===== src/rtl/wrr_defs.sv =====
// wrr_defs: shared definitions for the weighted round-robin scheduler.
// FSM state encoding, default weight width and reset weight value.
package wrr_defs;

  localparam int WEIGHT_BITS_DEF = 4;
  localparam int RST_WEIGHT      = 1;

  typedef enum logic {
    ST_IDLE  = 1'b0,
    ST_SERVE = 1'b1
  } state_t;

endpackage


===== src/rtl/wrr_next_sel.sv =====
// wrr_next_sel: rotating-priority finder, search starts at last+1.
// Ports: eligible (per-queue), last (previous winner) -> found, index.
// WRR_PRIO0_EN: when defined, an eligible queue 0 always wins.
module wrr_next_sel #(
  parameter int QUEUE_QUANTITY = 4,
  parameter int SEL_BITS       = 2
) (
  input  logic [QUEUE_QUANTITY-1:0] eligible,
  input  logic [SEL_BITS-1:0]       last,
  output logic                      found,
  output logic [SEL_BITS-1:0]       index
);

  logic [SEL_BITS-1:0] idx;

  // k runs 1..QUEUE_QUANTITY so 'last' itself is checked last
  always_comb begin
    found = 1'b0;
    index = '0;
    idx   = '0;
    for (int k = 1; k <= QUEUE_QUANTITY; k++) begin
      idx = SEL_BITS'((int'(last) + k) % QUEUE_QUANTITY);
      if (!found && eligible[idx]) begin
        found = 1'b1;
        index = idx;
      end
    end
`ifdef WRR_PRIO0_EN
    if (eligible[0]) begin
      found = 1'b1;
      index = '0;
    end
`else
`endif
  end

endmodule


===== src/rtl/wrr_scheduler.sv =====
// wrr_scheduler: weighted round-robin pop scheduler for N input FIFOs.
// Ports: clk, rst (sync, active-low), enb, buf_empty, dst_almost_full,
//   cfg_weights, cfg_load -> selector, out_enb (pop), busy.
// WRR_PRIO0_EN: queue 0 wins every selection point when eligible.
module wrr_scheduler
  import wrr_defs::*;
#(
  parameter int QUEUE_QUANTITY = 4,
  parameter int SEL_BITS       = 2,
  parameter int WEIGHT_BITS    = WEIGHT_BITS_DEF
) (
  input  logic                                clk,
  input  logic                                rst,
  input  logic                                enb,
  input  logic [QUEUE_QUANTITY-1:0]           buf_empty,
  input  logic                                dst_almost_full,
  input  logic [QUEUE_QUANTITY*WEIGHT_BITS-1:0] cfg_weights,
  input  logic                                cfg_load,
  output logic [SEL_BITS-1:0]                 selector,
  output logic                                out_enb,
  output logic                                busy
);

  localparam logic [WEIGHT_BITS-1:0] W_ONE = WEIGHT_BITS'(1);
  localparam logic [WEIGHT_BITS-1:0] W_RST = WEIGHT_BITS'(RST_WEIGHT);
  localparam logic [SEL_BITS-1:0]    L_RST = SEL_BITS'(QUEUE_QUANTITY-1);

  state_t                state_q, state_d;
  logic [SEL_BITS-1:0]    sel_q, sel_d;
  logic [SEL_BITS-1:0]    last_q, last_d;
  logic [WEIGHT_BITS-1:0] credit_q, credit_d;
  logic [WEIGHT_BITS-1:0] weight_q [QUEUE_QUANTITY];

  logic [QUEUE_QUANTITY-1:0] eligible;
  logic                      found;
  logic [SEL_BITS-1:0]       found_idx;

  always_comb begin
    eligible = '0;
    for (int i = 0; i < QUEUE_QUANTITY; i++)
      eligible[i] = ~buf_empty[i] & (weight_q[i] != '0);
  end

  wrr_next_sel #(
    .QUEUE_QUANTITY(QUEUE_QUANTITY),
    .SEL_BITS      (SEL_BITS)
  ) u_next_sel (
    .eligible(eligible),
    .last    (last_q),
    .found   (found),
    .index   (found_idx)
  );

  assign selector = sel_q;
  assign busy     = (state_q == ST_SERVE);
  assign out_enb  = enb & (state_q == ST_SERVE)
                  & ~buf_empty[sel_q] & ~dst_almost_full;

  always_comb begin
    state_d  = state_q;
    sel_d    = sel_q;
    last_d   = last_q;
    credit_d = credit_q;
    if (enb) begin
      unique case (state_q)
        ST_IDLE: begin
          if (found) begin
            state_d  = ST_SERVE;
            sel_d    = found_idx;
            last_d   = found_idx;
            credit_d = weight_q[found_idx];
          end
        end
        ST_SERVE: begin
          // back-pressure holds everything; otherwise either
          // consume credit or reach a selection point
          if (!dst_almost_full) begin
            if (out_enb && credit_q > W_ONE) begin
              credit_d = credit_q - W_ONE;
            end else if (found) begin
              sel_d    = found_idx;
              last_d   = found_idx;
              credit_d = weight_q[found_idx];
            end else begin
              state_d = ST_IDLE;
            end
          end
        end
        default: state_d = ST_IDLE;
      endcase
    end
  end

  always_ff @(posedge clk) begin
    if (!rst) begin
      state_q  <= ST_IDLE;
      sel_q    <= '0;
      last_q   <= L_RST;
      credit_q <= '0;
      for (int i = 0; i < QUEUE_QUANTITY; i++)
        weight_q[i] <= W_RST;
    end else if (enb) begin
      state_q  <= state_d;
      sel_q    <= sel_d;
      last_q   <= last_d;
      credit_q <= credit_d;
      if (cfg_load) begin
        for (int i = 0; i < QUEUE_QUANTITY; i++)
          weight_q[i] <= cfg_weights[i*WEIGHT_BITS +: WEIGHT_BITS];
      end
    end
  end

endmodule


===== config.mk =====
export PLATFORM = sky130hd
export DESIGN_NAME = wrr_scheduler
export DESIGN_NICKNAME = d
export VERILOG_FILES = /design/src/rtl/wrr_defs.sv /design/src/rtl/wrr_next_sel.sv /design/src/rtl/wrr_scheduler.sv
export SDC_FILE = /design/constraint.sdc
export NUM_CORES = 1
export LEC_CHECK = 0
export ABC_AREA = 1
export CAP_MARGIN = 20
export CELL_PAD_IN_SITES_DETAIL_PLACEMENT = 1
export CELL_PAD_IN_SITES_GLOBAL_PLACEMENT = 2
export CORE_MARGIN = 2
export CORE_UTILIZATION = 29
export CTS_CLUSTER_SIZE = 24
export DETAILED_ROUTE_END_ITERATION = 8
export PLACE_DENSITY_LB_ADDON = 0.1
export SYNTH_ARGS = -nofsm -noshare
export SYNTH_HDL_FRONTEND = slang
export SYNTH_SLANG_ARGS = --single-unit

===== constraint.sdc =====
create_clock -name clk -period 2.6 [get_ports clk]
set_clock_uncertainty 0.05 [all_clocks]
set_input_delay 0.52 -clock clk [delete_from_list [all_inputs] [get_ports clk]]
set_output_delay 0.52 -clock clk [all_outputs]
set_load 0.01 [all_outputs]

# --- Word level (Yosys, flattened, before mapping) ---
# Memories as Yosys holds them, arrays and structs flattened.
# Index checks and enable logic that the tools add are counted.
op_classes:
  addsub: 5
  n_lt_le_gt_ge: 6
  n_eq_ne: 2
  muxes: 43
  bitwise_logic: 18
  reduce_logical: 13
op_table:
  columns: ["cell", "count"]
  rows:
  - ["$mux 4", 7]
  - ["$mux 2", 10]
  - ["$mux 1", 17]
  - ["$reduce_bool 4->1", 4]
  - ["$lt 2x3->1 const B", 5]
  - ["$bmux 1 s2", 5]
  - ["$pmux 2 s2", 2]
  - ["$pmux 4 s2", 1]
  - ["$and 1x1->1", 7]
  - ["$not 1->1", 7]
  - ["$add 2x1->2 const B", 2]
  - ["$add 2x2->2 const B", 2]
  - ["$gt 4x1->1 const B", 1]
  - ["$logic_and 1x1->1", 4]
  - ["$ne 2x2->1 const B", 2]
  - ["$or 1x1->1", 4]
  - ["$sub 4x1->4 const B", 1]
  - ["$logic_not 1->1", 3]
  - ["$reduce_and 3->1", 1]
  - ["$pmux 1 s2", 1]
  - ["$reduce_and 2->1", 1]
word_totals:
  reg_bits: 9
  ram_bits: 16
  inputBits: 25
  n_memories: 1
mem_list:
  columns: ["name", "words", "word_bits", "rd", "rd_clocked_by_memory_dff", "write_ports", "line_no", "rtl"]
  rows:
  - ["weight_q", 4, 4, 5, 0, 4, "wrr_scheduler.sv:32", "logic [WEIGHT_BITS-1:0] weight_q [QUEUE_QUANTITY];"]

# --- Logic depth before layout (Yosys ltp) ---
# Gate-level depths: netlist of run 1.
# An unclocked memory read counts as a cell.
logic_depth:
  depth_word: 19
  mapped_depth: 15
  mapped_depth_nobuf: 15

# --- Hierarchy ---
# From an unflattened synthesis of run 1, not the netlist that was laid out.
hier_totals:
  cells_unflattened: 231
  area_unflattened_um2: 1682.9
by_module_without_submodules:
  columns: ["mod", "n_inst", "cells_per_inst", "area_each_um2", "seq_area_each_um2"]
  rows:
  - ["wrr_scheduler", 1, 182, 1392.6, 660.6]
  - ["wrr_next_sel", 1, 49, 290.3, 0.0]

# --- Least setup slack after synthesis of run 1 ---
# Ideal clock, no wire load.
synth_timing:
  path_kind: "input port to flip-flop"
  from: "in enb"
  to: "mem weight_q[0][0] (netlist name) (enable)"
  setup_time_ps: 411
  arrival_time_ps: 1776
  t_required_ps: 2139
  path_slack_ps: 363
  stages: 2
  path_buffers: 0
  path_cell_list: "inv_1 -> o21ai_0"
synth_lines:
  columns: ["item", "line_no", "rtl"]
  rows:
  - ["start: declaration", "wrr_scheduler.sv:14", "input logic enb,"]
  - ["end: declaration", "wrr_scheduler.sv:32", null]

# --- Final worst setup path of run 1 ---
layout_timing:
  from: "in buf_empty[2]"
  to: "reg credit_q[2]"
layout_between:
  elab_chain_cells: 19
layout_rtl:
  columns: ["item", "line_no", "rtl"]
  rows:
  - ["start: declaration", "wrr_scheduler.sv:15", "input logic [QUEUE_QUANTITY-1:0] buf_empty,"]
  - ["$not 1->1", "wrr_scheduler.sv:41", "eligible[i] = ~buf_empty[i] & (weight_q[i] != '0);"]
  - ["$and 1x1->1", "wrr_scheduler.sv:41", null]
  - ["$bmux 1 s2", "wrr_next_sel.sv:23", "if (!found && eligible[idx]) begin"]
  - ["$mux 1 (implied by the code)", "wrr_next_sel.sv:23", null]
  - ["$mux 1", "wrr_next_sel.sv:23", null]
  - ["$logic_not 1->1", "wrr_next_sel.sv:23", null]
  - ["$logic_and 1x1->1", "wrr_next_sel.sv:23", null]
  - ["$mux 1", "wrr_next_sel.sv:23", null]
  - ["[... 3 more ...]", null, null]
  - ["$logic_not 1->1", "wrr_next_sel.sv:23", null]
  - ["$logic_and 1x1->1", "wrr_next_sel.sv:23", null]
  - ["$mux 2", "wrr_next_sel.sv:23", null]
  - ["$mem_v2 4x4", null, null]
  - ["$mux 4", "wrr_scheduler.sv:67, wrr_scheduler.sv:80", null]
  - ["$mux 4", "wrr_scheduler.sv:78", "if (out_enb && credit_q > W_ONE) begin"]
  - ["$mux 4", "wrr_scheduler.sv:77", "if (!dst_almost_full) begin"]
  - ["$pmux 4 s2 (*)", "wrr_scheduler.sv:65", "unique case (state_q)"]
  - ["end signal: assignment", "wrr_scheduler.sv:106", "credit_q <= credit_d;"]
  - ["end: declaration", "wrr_scheduler.sv:31", "logic [WEIGHT_BITS-1:0] credit_q, credit_d;"]
# Every way passes the cells marked *; elsewhere a longest branch is shown, timed or not. The select of a mux whose other input is x is not followed.
# A chain may end at the register's enable or synchronous reset.

==> results of run 1 <==
routing by layer:
metal  vias to the layer above  share of wire, %  track usage, %
li1                        789                 -               -
met1                       691                49           17.77
met2                        19                48           25.95
met3                         2               2.4           1.977
met4                         0              0.59           3.684
met5                         -                 0               0
logic make-up after synthesis:
family | after synthesis | synth area share, %
and+or+nand+nor | 122 | 35.49
buffers and inverters | 38 | 9.621
AOI/OAI and AO/OA | 28 | 10.10
DFF | 25 | 41.64
xor gates and xnor gates | 2 | 1.578
adders and majority gates | 2 | 1.577
worst paths after layout:
path                  startpoint          end  cells after the start
hold / removal       credit_q[1]  credit_q[1]                      2
setup / recovery    buf_empty[2]  credit_q[2]                     14
setup reg to reg  weight_q[3][0]  credit_q[2]                     14
hold reg to reg      credit_q[1]  credit_q[1]                      2
power by group:
| group | total, mW | leakage (nW) | internal [mW] | switching, mW |
|---|---|---|---|---|
| Clock | 0.234 | 0.0255 | 0.107 | 0.127 |
| Sequential | 0.519 | 0.235 | 0.473 | 0.0461 |
| Combinational | 0.616 | 0.689 | 0.246 | 0.370 |
| Total | 1.37 | 0.950 | 0.827 | 0.543 |
Yosys cell counts, types with 2 or more instances:
master	instances
sky130_fd_sc_hd__nand2_1	49
sky130_fd_sc_hd__nand3_1	33
sky130_fd_sc_hd__inv_1	31
sky130_fd_sc_hd__nor2_1	26
sky130_fd_sc_hd__a21oi_1	17
sky130_fd_sc_hd__edfxtp_1	16
sky130_fd_sc_hd__dfxtp_1	9
sky130_fd_sc_hd__o211ai_1	4
sky130_fd_sc_hd__o21ai_0	4
sky130_fd_sc_hd__or2_2	4
sky130_fd_sc_hd__inv_2	3
sky130_fd_sc_hd__ha_1	2
sky130_fd_sc_hd__nand2_2	2
sky130_fd_sc_hd__nand3_4	2
sky130_fd_sc_hd__nor3_1	2
state kept, by name (all words and copies together) (netlist names):
name and flops:
selector 2, busy 1, credit_q 4, weight_q 16, last_q 2
final cells by class:
| class | count | share of cell area [%] |
|---|---|---|
| Clock buffer | 3 | 2.016 |
| Multi-Input combinational cell | 154 | 37.75 |
| Inverter | 36 | 6.720 |
| Sequential cell | 25 | 32.25 |
| Tap cell | 70 | 4.276 |
| Clock inverter | 1 | 0.2443 |
| Timing Repair Buffer | 36 | 16.74 |
stage by stage:
stage | utilization [%] | hold slack (ns)
4_1_cts | 39.30 | 0.4445
6_report | 39.35 | 0.4402
3_5_place_dp | 38.41 | 0.4301
3_3_place_gp | 38.41 | 0.4280
5_1_grt | 39.35 | 0.4759
2_1_floorplan | - | 0.4084
worst max-delay path, cell delays in order:
cell                              delay (ns)
sky130_fd_sc_hd__clkdlybuf4s50_1        0.48
sky130_fd_sc_hd__inv_1                  0.07
sky130_fd_sc_hd__nand3_1                0.12
sky130_fd_sc_hd__nand2_1                0.10
sky130_fd_sc_hd__nor2_1                 0.16
sky130_fd_sc_hd__nand2_1                0.10
sky130_fd_sc_hd__nor2_1                 0.14
sky130_fd_sc_hd__inv_1                  0.05
sky130_fd_sc_hd__nand2_1                0.12
sky130_fd_sc_hd__buf_4                  0.13
sky130_fd_sc_hd__nand2_1                0.05
sky130_fd_sc_hd__nand3_1                0.08
sky130_fd_sc_hd__nand2_1                0.06
sky130_fd_sc_hd__a21oi_1                0.14
==> out/summary.md, run 1 <==
The floorplan step set the die width to 77.97 microns. For the pin with the worst max-slew slack, the measured transition is 0.2995 ns. The cell area that synthesis handed to floorplanning was 1587 sq um. Across the run, the number of max-cap violations was 0. The hold buffer count at CTS was 0; the number of nets in the finished design was 283. The first routing iteration left 27 violations. Routability-driven placement finished with a final weighted congestion of 0.7449. Setup violations remaining at the end of the flow were counted as 0.

In the layout the commonest cells are sky130_fd_sc_hd__nand2_1, sky130_fd_sc_hd__nand3_1, sky130_fd_sc_hd__inv_1. The worst hold path belongs to the class flop to flop. The synthesis warning total came out at 0. The number of levels in the clock H-tree came out at 1. For the post-place setup slack, the log shows 0.07333 ns.

IR analysis of the VDD net gives a maximum drop of 0.2057 mV. The clock net in this run drives a total of 25 sinks. The synthesized netlist contains 28 unique library cells. The detail route stage leaves a number of antenna-violating nets equal to 0. For this configuration, the core starts out at a cell density of 30.48%. TritonCTS built the clock tree. The top fanout value on the critical path was 4.

The count of flip-flops with a built-in enable after synthesis is 16, and the synthesized area divided by synthesized cell count is 7.311 sq um. Power comes to 1.369 mW. The tools report the final count of hold timing violations as 0. The wire length of the first global-routing pass was 6.886 mm. The tools report the fmax as 459.1 MHz.

The cell count after synthesis came out at 217. The number of search-and-repair iterations in the first detailed-routing pass came out at 4. The finished layout holds 325 standard cells, fillers aside. Dividing the detail-routed via count by the number of cells gives 4.618. The post-cts resize count is 0. The worst setup path is launched from an input pin. The vertical die dimension works out to 77.97 microns. The clock passes through at most 2 buffers. Sequential cells were found to cover 41.64% of the synthesized design area. Setup repair after global routing left no endpoint under its margin. Summed over all cells, the static leakage comes to 0.9497 nW.

After detailed routing, the total wire length is 4.099 mm. After detailed routing, the number of remaining DRC violations is 0. The total setup buffers inserted after CTS is 0, and the share of flip-flops with an asynchronous set or reset is 0%.

After detailed placement, the total cell area comes to 1999 sq um. The time the worst path needs with I/O delays and setup came out at 2.178 ns. The wire length per cell was 12.61 microns; the top-area cell type share of the netlist area was 30.28%.

The proportion of layout cells with a drive suffix above 1 works out to 11.37%. The tree is rooted in a sky130_fd_sc_hd__clkbuf_8. The count of boundary I/O pins came out at 29. Sorting the synthesized cells by area gives the leading types as sky130_fd_sc_hd__edfxtp_1, sky130_fd_sc_hd__nand2_1, sky130_fd_sc_hd__dfxtp_1.

The flow ran to the end, and the final reports show no timing, DRC or antenna violations. Global routing used 14.33% of the available tracks. The CTS clock-pin slew for the worst setup and hold paths is 0.09 ns, and the area overhead of the layout relative to synthesis is 29.10%.

Of all cell types, the one taking the most synthesized area is sky130_fd_sc_hd__edfxtp_1. The number of slew-limit violations in the final report is 0. The setup slack after layout was 0.4217 ns; the clock network latency to the later pin of the worst-skew pair was 0.27 ns. Detailed placement ended at an HPWL of 3.359 mm. Across all layers, the routed design uses 1501 vias.

The repair_antennas step left the layout with diodes totalling 0. The logs give 0 for the number of antenna violations at the first check in global routing and 0.54 ns for the minimum setup slack among reg-to-reg paths. The relative slew slack came out at 79.88%.

The ratio of total power to cell area was 668.6 nW/um^2. The run gives 671 as the total of fill cells in the finished design. After synthesis the netlist holds a flip-flop and latch count of 25. Adding up every negative setup slack in the final design gives 0 ns. The tools report the required time of the critical path as 2.75 ns. Input and output buffers added on the ports amount to 28.

The primary flip-flop cell chosen by synthesis mapping was sky130_fd_sc_hd__edfxtp_1. The number of buffers created by CTS is 3. The number of cell rows was 26; the area of the die was 6079 sq um. The logs give 773.2 sq um for the footprint of the multi-input gates and 321 for the placed instance count. For this run the aggregate overflow at the end of global routing stands at 0.

The run gives 2048 sq um as the cell area after layout. Leaving out fill and tap cells, the most frequent cell in the layout is sky130_fd_sc_hd__nand2_1. Number of global-route vias before repair: 1500.

The tools report the sequential cell area as 660.6 sq um. For the pin count of the biggest net entering global routing, the log shows 17. The critical path class was input pin to flop. When the netlist entered floorplanning its net count stood at 244. The worst setup path is captured at a flop. Data on the critical path arrives at its endpoint at 2.33 ns.

The run gives 5205 sq um as the core area. The final critical-path share of the clock period is 83.78%.
Note: power is estimated with default switching activity, not from simulation.
==> run 2, diff against run 1 <==
--- a/config.mk
+++ b/config.mk
@@ -10,7 +10,7 @@
 export CELL_PAD_IN_SITES_DETAIL_PLACEMENT = 1
 export CELL_PAD_IN_SITES_GLOBAL_PLACEMENT = 2
 export CORE_MARGIN = 2
-export CORE_UTILIZATION = 29
+export CORE_UTILIZATION = 26
 export CTS_CLUSTER_SIZE = 24
 export DETAILED_ROUTE_END_ITERATION = 8
 export PLACE_DENSITY_LB_ADDON = 0.1
==> constraint.sdc (replaced) <==
create_clock -name clk -period 1.76 [get_ports clk]
set_clock_uncertainty 0.05 [all_clocks]
set_input_delay 0.352 -clock clk [delete_from_list [all_inputs] [get_ports clk]]
set_output_delay 0.352 -clock clk [all_outputs]
set_load 0.01 [all_outputs]
==> out/summary.md, run 2 (synthesis gave the netlist of run 1 again) <==
The run finished, with violations left. The checks that failed: setup timing. The number of sinks handled by clock tree synthesis was 25 (unchanged). The tools report the type of element launching the critical path as a flop (was an input pin). The final critical-path share of the clock period was 113.6%.

The top fanout value on the critical path was 6 (was 4). Final antenna-violating net count: 0 (unchanged). The number of antenna violations at the first check in global routing came out at 0 (unchanged). The arrival time at the worst endpoint was 2.16 ns (was 2.33 ns); the cell count of the worst hold path was 2 (unchanged). The power share of the sequential group is 28.7% (was 37.9%). The logs give 1059 sq um (was 773.2 sq um) for the footprint of the multi-input gates and 0.8013 (was 0.7449) for the final weighted congestion in routability-driven placement. The run gives 5921 sq um (was 5205 sq um) as the core area. The number of buffers between clock root and the deepest sink is 2 (unchanged). Commonest cells after routing, fill and taps aside: sky130_fd_sc_hd__buf_4, sky130_fd_sc_hd__nand2_1, sky130_fd_sc_hd__inv_1 (was sky130_fd_sc_hd__nand2_1, sky130_fd_sc_hd__nand3_1, sky130_fd_sc_hd__inv_1). Required time of the critical path: 1.92 ns (was 2.75 ns). For the final count of hold timing violations, the log shows 0 (unchanged). The number of antenna diodes is 0 (unchanged). Leading registers by flop count: weight_q x16, credit_q x4 (unchanged).

The pin count of the biggest net entering global routing is 17 (unchanged). The leakage component of the power came out at 1.251 nW (was 0.9497 nW). For the post-placement cell area, the log shows 2301 sq um (was 1999 sq um). Clock tree root driver cell: sky130_fd_sc_hd__clkbuf_8 (unchanged).

The tools report the final core utilization as 46.13% (was 39.35%). The logs give 0 (unchanged) for the max capacitance violation total and 7.962 mm (was 6.886 mm) for the wire length of the first global-routing pass. The critical path class is flop to flop (was input pin to flop).

The most common cell after layout, fill and taps aside was sky130_fd_sc_hd__buf_4 (was sky130_fd_sc_hd__nand2_1). Largest register by flop count: weight_q (unchanged). The worst min-delay path class was flop to flop (unchanged). The tools report the worst-case hold path end point as credit_q[1] (unchanged). The via count normalized by instance count is 4.574 (was 4.618). The cell area after layout is 2731 sq um (was 2048 sq um).

The launch point of the worst reg-to-reg path was weight_q[0][3] (was weight_q[3][0]). For the sequential cell area, the log shows 660.6 sq um (unchanged). The area overhead of the layout relative to synthesis is 72.16% (was 29.10%), and the count of cells along the worst register-to-register path is 14 (unchanged).

Setup slack after layout: -0.2389 ns (was 0.4217 ns). Vertical die dimension: 82.12 microns (was 77.97 microns). The sort of element at the end of the critical path was a flop (unchanged). The proportion of layout cells with a drive suffix above 1 was 44.59% (was 11.37%); the all-layer global routing usage was 15.66% (was 14.33%). Flip-flop count of the largest register after layout: 16 (unchanged). Setup repair after global routing could not meet its margin everywhere. The tools report the number of buffers created by CTS as 3 (unchanged). The net load switching power is 1.073 mW (was 542.8 uW). TritonCTS built the clock tree.

The clock network latency to the later pin of the worst-skew pair was 0.27 ns (about the same); the proportion of total power due to net switching was 40.20% (was 39.64%). After layout, the minimum clock period comes to 1.999 ns. The logs give -0.24 ns (was 0.54 ns) for the minimum setup slack among reg-to-reg paths and 3.649 mm (was 3.359 mm) for the HPWL after detailed placement. The logs give 362 (was 321) for the placed instance count and 1738 (was 1501) for the via count.

The number of slew-limit violations in the final report is 0 (unchanged). The start point of the worst hold path is credit_q[1] (unchanged). The initial standard-cell utilization of the core is 26.80% (was 30.48%). The number of levels in the clock H-tree is 1 (unchanged), and the final count of negative-setup-slack endpoints is 8 (was 0). Count of boundary I/O pins: 29 (unchanged). Number of global-route vias before repair: 1767 (was 1500). The actual transition at the worst max-transition pin is 0.2192 ns (was 0.2995 ns). The count of unresolved DRC violations after routing came out at 0 (unchanged).

The logs give 85.26% (was 79.88%) for the relative slew slack and 0.4040 mV (was 0.2057 mV) for the worst vdd rail ir drop. The logs give 28 (was 26) for the number of cell rows and 0.4358 ns (was 0.4402 ns) for the worst hold slack. The internal power contribution came out at 1.596 mW (was 826.6 uW). Number of I/O port buffers: 28 (unchanged).

The run gives 748 (was 671) as the total of fill cells in the finished design. The non-filler instance count after layout was 380 (was 325); the horizontal die dimension was 82.12 microns (was 77.97 microns). For the number of DRC violations after detailed-routing iteration 0, the log shows 26 (was 27).

Reg-to-reg endpoint: credit_q[1] (was credit_q[2]). The overflow left after global routing came out at 0 (unchanged). Part of the total power dissipated in combinational logic: 58.0% (was 45.0%). The ratio of total power to cell area works out to 977.3 nW/um^2 (was 668.6 nW/um^2).

The tools report the number of nets in the finished design as 333 (was 283). The area of the die was 6743 sq um (was 6079 sq um); the wire length per cell was 13.05 microns (was 12.61 microns). The share of total power in the clock network was 13.3% (was 17.1%). The number of search-and-repair iterations in the first detailed-routing pass was 4 (unchanged); the fmax was 500.3 MHz. The total routed wirelength was 4.958 mm (was 4.099 mm); the CTS clock-pin slew for the worst setup and hold paths was 0.09 ns (about the same).
[run 2: cell count changes in the layout (fill, tap and decap cells not counted), moves of 8 or more]
| cell | previous run | this run |
|---|---|---|
| sky130_fd_sc_hd__buf_4 | 8 | 50 |
| sky130_fd_sc_hd__nand2_1 | 49 | 29 |
| sky130_fd_sc_hd__nand3_1 | 33 | 15 |
| sky130_fd_sc_hd__nand3_2 | 1 | 17 |
| sky130_fd_sc_hd__nand2_2 | 2 | 15 |
| sky130_fd_sc_hd__nand2_4 | 1 | 9 |
[run 2: routing by layer]
metal  global-route usage [%]  vias to the layer above  wire length (microns)
li1                         -                      893                      -
met1                    17.98                      817                   2135
met2                    30.49                       24                   2648
met3                    2.065                        4                    138
met4                    3.500                        0                     36
met5                        0                        -                      0
[run 2: what timing repair did]
| item | in CTS | in global routing |
|---|---|---|
| cloned | 2 | 0 |
| hold buffers | 0 | 0 |
| pin swaps | 32 | 9 |
| setup endpoints to repair | 10 | 10 |
| setup buffers | 8 | 4 |
| resized for setup | 62 | 22 |
[run 2: area by class of cell]
type                            count  share of cell area (%)
Inverter                           36                   5.131
Tap cell                           75                   3.436
Clock buffer                        3                   1.512
Multi-Input combinational cell    156                   38.75
Clock inverter                      1                  0.1832
Timing Repair Buffer               84                   26.80
Sequential cell                    25                   24.19
[run 2: how the worst max path moves through the flow]
stage / startpoint / cells after the start / endpoint / slack [ns]
5_1_grt: weight_q[0][3] / 13 / credit_q[0] / -0.41
3_3_place_gp: buf_empty[0] / 13 / last_q[0] / -0.53
3_5_place_dp: buf_empty[1] / 14 / selector[0] / -0.55
2_1_floorplan: weight_q[3][3] / 14 / credit_q[0] / 0.07
6_report: weight_q[0][3] / 14 / credit_q[1] / -0.24
4_1_cts: weight_q[2][0] / 15 / credit_q[1] / -0.20
[run 2: power by group through the flow]
stage | registers (mW) | logic [mW] | clock network [mW]
6_report | 0.766 | 1.55 | 0.355
5_1_grt | 0.777 | 1.70 | 0.395
4_1_cts | 0.764 | 1.46 | 0.366
3_5_place_dp | 0.774 | 1.16 | 0
3_3_place_gp | 0.773 | 1.15 | 0
2_1_floorplan | 0.765 | 0.644 | 0
[run 2: stage by stage]
| stage | setup TNS (ns) | power [mW] | setup slack (ns) |
|---|---|---|---|
| 2_1_floorplan | 0 | 1.409 | 0.06621 |
| 3_3_place_gp | -6.409 | 1.923 | -0.5342 |
| 3_5_place_dp | -6.290 | 1.930 | -0.5452 |
| 4_1_cts | -1.135 | 2.585 | -0.1992 |
| 5_1_grt | -2.811 | 2.868 | -0.4057 |
| 6_report | -1.412 | 2.669 | -0.2389 |
[run 2: critical path, cell delays in order, from the launching register on]
cell and delay, ns:
sky130_fd_sc_hd__edfxtp_1 0.43, sky130_fd_sc_hd__nor2_2 0.15, sky130_fd_sc_hd__nand2_2 0.11, sky130_fd_sc_hd__nand3_4 0.12
sky130_fd_sc_hd__nand3_1 0.12, sky130_fd_sc_hd__nand2_4 0.13, sky130_fd_sc_hd__nand2_4 0.06, sky130_fd_sc_hd__nand3_4 0.13
sky130_fd_sc_hd__buf_4 0.14, sky130_fd_sc_hd__nand3_1 0.08, sky130_fd_sc_hd__nand3_2 0.09, sky130_fd_sc_hd__nand3_1 0.09
sky130_fd_sc_hd__nand2_1 0.07, sky130_fd_sc_hd__nand2_1 0.05, sky130_fd_sc_hd__a21oi_1 0.11
